### src/rtl/regfile_mp_sb.sv
// Multi-port register file with two write ports, per-port same-cycle bypass
// and a per-register pending-write scoreboard for ID-stage hazard detection.
module regfile_mp_sb #(
  parameter int DATA_W   = 32,
  parameter int ADDR_W   = 5,
  parameter int NUM_RD   = 2,
  parameter bit ZERO_REG = 1'b1
) (
  input  logic                     clk,
  input  logic                     rst,
  input  logic                     we_a,
  input  logic [ADDR_W-1:0]        waddr_a,
  input  logic [DATA_W-1:0]        wdata_a,
  input  logic                     we_b,
  input  logic [ADDR_W-1:0]        waddr_b,
  input  logic [DATA_W-1:0]        wdata_b,
  input  logic [NUM_RD-1:0]        re,
  input  logic [NUM_RD*ADDR_W-1:0] raddr,
  output logic [NUM_RD*DATA_W-1:0] rdata,
  output logic [NUM_RD-1:0]        rbusy,
  input  logic                     iss_v,
  input  logic [ADDR_W-1:0]        iss_addr,
  output logic [(2**ADDR_W)-1:0]   busy_vec
);

  localparam int DEPTH = 2**ADDR_W;

  logic [DATA_W-1:0] mem [DEPTH];
  logic [DEPTH-1:0]  busy;

  logic wr_ok_a, wr_ok_b;
  assign wr_ok_a = we_a && !(ZERO_REG && (waddr_a == '0));
  assign wr_ok_b = we_b && !(ZERO_REG && (waddr_b == '0));

  // Port B is written last so it wins an address collision with port A.
  always_ff @(posedge clk) begin
    if (!rst) begin
      for (int r = 0; r < DEPTH; r++) mem[r] <= '0;
      busy <= '0;
    end else begin
      if (wr_ok_a) mem[waddr_a] <= wdata_a;
      if (wr_ok_b) mem[waddr_b] <= wdata_b;
      for (int r = 0; r < DEPTH; r++) begin
        if (iss_v && (iss_addr == ADDR_W'(r)) && !(ZERO_REG && (r == 0)))
          busy[r] <= 1'b1;
        else if ((we_a && (waddr_a == ADDR_W'(r))) || (we_b && (waddr_b == ADDR_W'(r))))
          busy[r] <= 1'b0;
      end
    end
  end

  assign busy_vec = busy;

  always_comb begin
    logic [ADDR_W-1:0] ra;
    logic              hit_a, hit_b;
    rdata = '0;
    rbusy = '0;
    for (int i = 0; i < NUM_RD; i++) begin
      ra    = raddr[i*ADDR_W +: ADDR_W];
      hit_a = we_a && (waddr_a == ra);
      hit_b = we_b && (waddr_b == ra);
      if (rst && re[i] && !(ZERO_REG && (ra == '0))) begin
        if (hit_b)      rdata[i*DATA_W +: DATA_W] = wdata_b;
        else if (hit_a) rdata[i*DATA_W +: DATA_W] = wdata_a;
        else            rdata[i*DATA_W +: DATA_W] = mem[ra];
        // A same-cycle write to the register is bypassed, so it is not busy.
        rbusy[i] = busy[ra] && !(hit_a || hit_b);
      end
    end
  end

endmodule
### config.mk
export PLATFORM = sky130hd
export DESIGN_NAME = regfile_mp_sb
export DESIGN_NICKNAME = d
export VERILOG_FILES = /design/src/rtl/regfile_mp_sb.sv
export SDC_FILE = /design/constraint.sdc
export NUM_CORES = 2
export LEC_CHECK = 0
export CAP_MARGIN = 20
export CORE_MARGIN = 5
export CORE_UTILIZATION = 45
export DETAILED_ROUTE_END_ITERATION = 8
export PLACE_DENSITY = 0.62
export SETUP_SLACK_MARGIN = 0.05
export SYNTH_ARGS = -nofsm -noshare
export SYNTH_HDL_FRONTEND = slang
export SYNTH_SLANG_ARGS = --single-unit
### constraint.sdc
create_clock -name clk -period 9 [get_ports clk]
set_input_delay 1.8 -clock clk [delete_from_list [all_inputs] [get_ports clk]]
set_output_delay 1.8 -clock clk [all_outputs]
set_load 0.02 [all_outputs]
==> flow_summary.yaml <==
placed_design:
  dpl_worst_slack_ns: 1.50
  place_congestion: 0.923
  port_buffers: 192
  dp_hpwl_um: 147000
  post_dp_cell_area_sq_mm: 0.0656
timing:
  rsz0062_at_grt: "no"
  slew_violations: 0
  fmax_mhz: 130
  tightest_slew_ns: 1.12
  period_share: 0.855
  setup_viol: 0
  skew_ns: 0
  period_needed_ns: 7.70
  max_slew_margin: 0.251
  fin_hold_ws_ns: 0.547
  setup_slack_ns: 1.30
  hold_viol: 0
  setup_tns_ns: 0
clock_network:
  cts_sinks: 1055
  clkLatencyLatePin_ns: 0.74
  ctsHtreeMaxLevel: 3
  cts_tree: "yes"
  clockRootBuffer: "clkbuf_16"
  clk_pin_slew_ns: 0.06
  ctsHoldBuffers: 0
  numCtsBuffers: 114
  post_cts_buffers: 0
  clockBufferDepth: 3
  cts.repair.resized: 0
setup_path:
  end_kind: "output pin"
  path_class: "primary input to output pin"
  critPathArrivalTime_ns: 5.90
  worstPathRequired_ns: 7.20
  start_kind: "primary input"
  critPathMaxFanout: 18
logic_synthesis:
  avgSynthCellArea_sq_um: 13.7
  yosysWarnings: 0
  synth_cells: 4513
  synthTopCellsByArea: "edfxtp_1 (50%), a22o_1 (14%), mux4_2 (14%)"
  ys_seq_elements: 1055
  synth_commonest_cells: "edfxtp_1 (1,024), a22o_1 (1,023), clkbuf_1 (478)"
  yosysMostFrequentCell: "edfxtp_1"
  yosysTopAreaCell: "edfxtp_1"
  synth_cell_type_count: 57
  ys_async_sr_fraction: 0
  synth-edff-count: 1024
  synthFlopType: "edfxtp_1"
  ys_seq_area_frac: 0.507
  mappedNetlistArea_sq_mm: 0.0619
  synth_top_area_frac: 0.497
floorplanning:
  start_util: 0.451
  die_w_um: 381
  die_h_um: 381
  rows: 136
  dieArea_sq_mm: 0.145
  coreArea_sq_mm: 0.137
  io_pins: 194
final_layout:
  fillCellCount: 11393
  multi_input_area_sq_mm: 0.0283
  nets: 4476
  fin_util: 0.505
  drive_gt1_frac: 0.237
  design_area_sq_mm: 0.0693
  seqCellArea_sq_mm: 0.0314
  syn_to_final_growth_pct: 12.0
drt:
  drt-pass1-iter-count: 8
  drc_errors: 0
  dr_total_vias: 48855
  antenna_left: 0
  wl_per_cell_um: 42.2
  viasPerCell: 7.79
  wl_um: 265000
  drt_iter0_markers: 8508
grt:
  grt_pass1_vias: 47613
  grt_max_degree: 136
  antenna_found_initial: 6
  met3_usage: 0.109
  busiest_layer: "met2"
  grt_overflow_total: 0
  met1_usage: 0.458
  grt_pass1_wl_um: 366000
  track_usage: 0.354
  gr-usage-met2: 0.524
power_and_ir_drop:
  powerDensity_mw_per_mm2: 178
  p_leak_nw: 23.1
  vdd_drop_max_uv: 185
min_path:
  min_path_type: "flop to flop"
run_status:
  status: "completed"
run:
  drv_cap: 0
[power breakdown]
| part | total (mW) | internal (mW) | switching [mW] |
|---|---|---|---|
| Combinational | 1.77 | 0.678 | 1.09 |
| Sequential | 5.83 | 5.69 | 0.145 |
| Clock | 4.76 | 2.67 | 2.09 |
| Total | 12.4 | 9.04 | 3.33 |
[layout make-up]
class,instances,share of cell area
Sequential cell,1055,0.452
Multi-Input combinational cell,2779,0.408
Timing Repair Buffer,424,0.0544
Clock buffer,143,0.0434
Tap cell,1794,0.0324
Clock inverter,64,0.00919
Inverter,6,0.000343
Antenna cell,7,0.000253
[routing by layer]
metal,vias to the layer above,part of all wire
li1,18540,-
met1,24671,0.35
met2,4582,0.43
met3,1056,0.14
met4,6,0.070
met5,-,0.00014
[placed cells by master (no fill, tap or decap), drive strengths merged, types with 4 or more instances in the layout]
master	count
a22oi	23
a21oi	32
nor3b	7
a211oi	61
inv	10
nor3	55
o221a	30
diode	7
mux2	185
nand2b	16
xor2	6
nand3b	25
nor2	102
dfxtp	31
conb	33
a2111oi	30
nand3	15
clkinv	46
nand2	107
edfxtp	1024
and2	4
o22ai	152
clkbuf	145
xnor2	14
o21ai	93
mux2i	225
nor2b	41
o221ai	63
a22o	1023
bufinv	11
buf	238
mux4	378
and3	6
a32oi	20
clkdlybuf4s50	184
[metrics by stage]
stage                     total power, mW  std cells
after detailed placement             7.64       6056
final                                12.4       6272
after floorplan                      6.97       4545
after global routing                 12.6       6265
after global placement               7.61       6056
after CTS                            12.3       6263
[logic make-up (layout without fill, tap and decap cells)]
logic type,after synthesis,count (layout),synth area share
and+or+nand+nor,393,393,0.0308
muxes,788,788,0.208
other,1,40,0.0000606
DFF,1055,1055,0.507
xor gates and xnor gates,20,20,0.00283
buffers and inverters,711,637,0.0476
AOI/OAI and AO/OA,1545,1545,0.204
[path summary, 6_finish.rpt]
| check | startpoint | cells after the start | end | slack, ns |
|---|---|---|---|---|
| worst max-delay path | raddr[8] | 8 | rdata[41] | 1.30 |
| worst min register to register | busy_vec[16]$_SDFFE_PN0P_ | 2 | busy_vec[16]$_SDFFE_PN0P_ | 0.55 |
| worst max register to register | busy_vec[20]$_SDFFE_PN0P_ | 2 | busy_vec[20]$_SDFFE_PN0P_ | 8.16 |
| worst min-delay path | busy_vec[16]$_SDFFE_PN0P_ | 2 | busy_vec[16]$_SDFFE_PN0P_ | 0.55 |
[sequential cells by signal (all words and copies together) (netlist names)]
| register | flops |
|---|---|
| mem | 1024 |
| busy_vec | 31 |
[critical path: stages]
cell	delay, ns
clkdlybuf4s50_1	0.82
xor2_1	0.31
nor4_1	0.51
and3_2	0.60
buf_4	0.50
a2111oi_0	0.15
o21ai_0	0.41
clkdlybuf4s50_1	0.74
No activity file was read; power rests on OpenSTA's default activity.
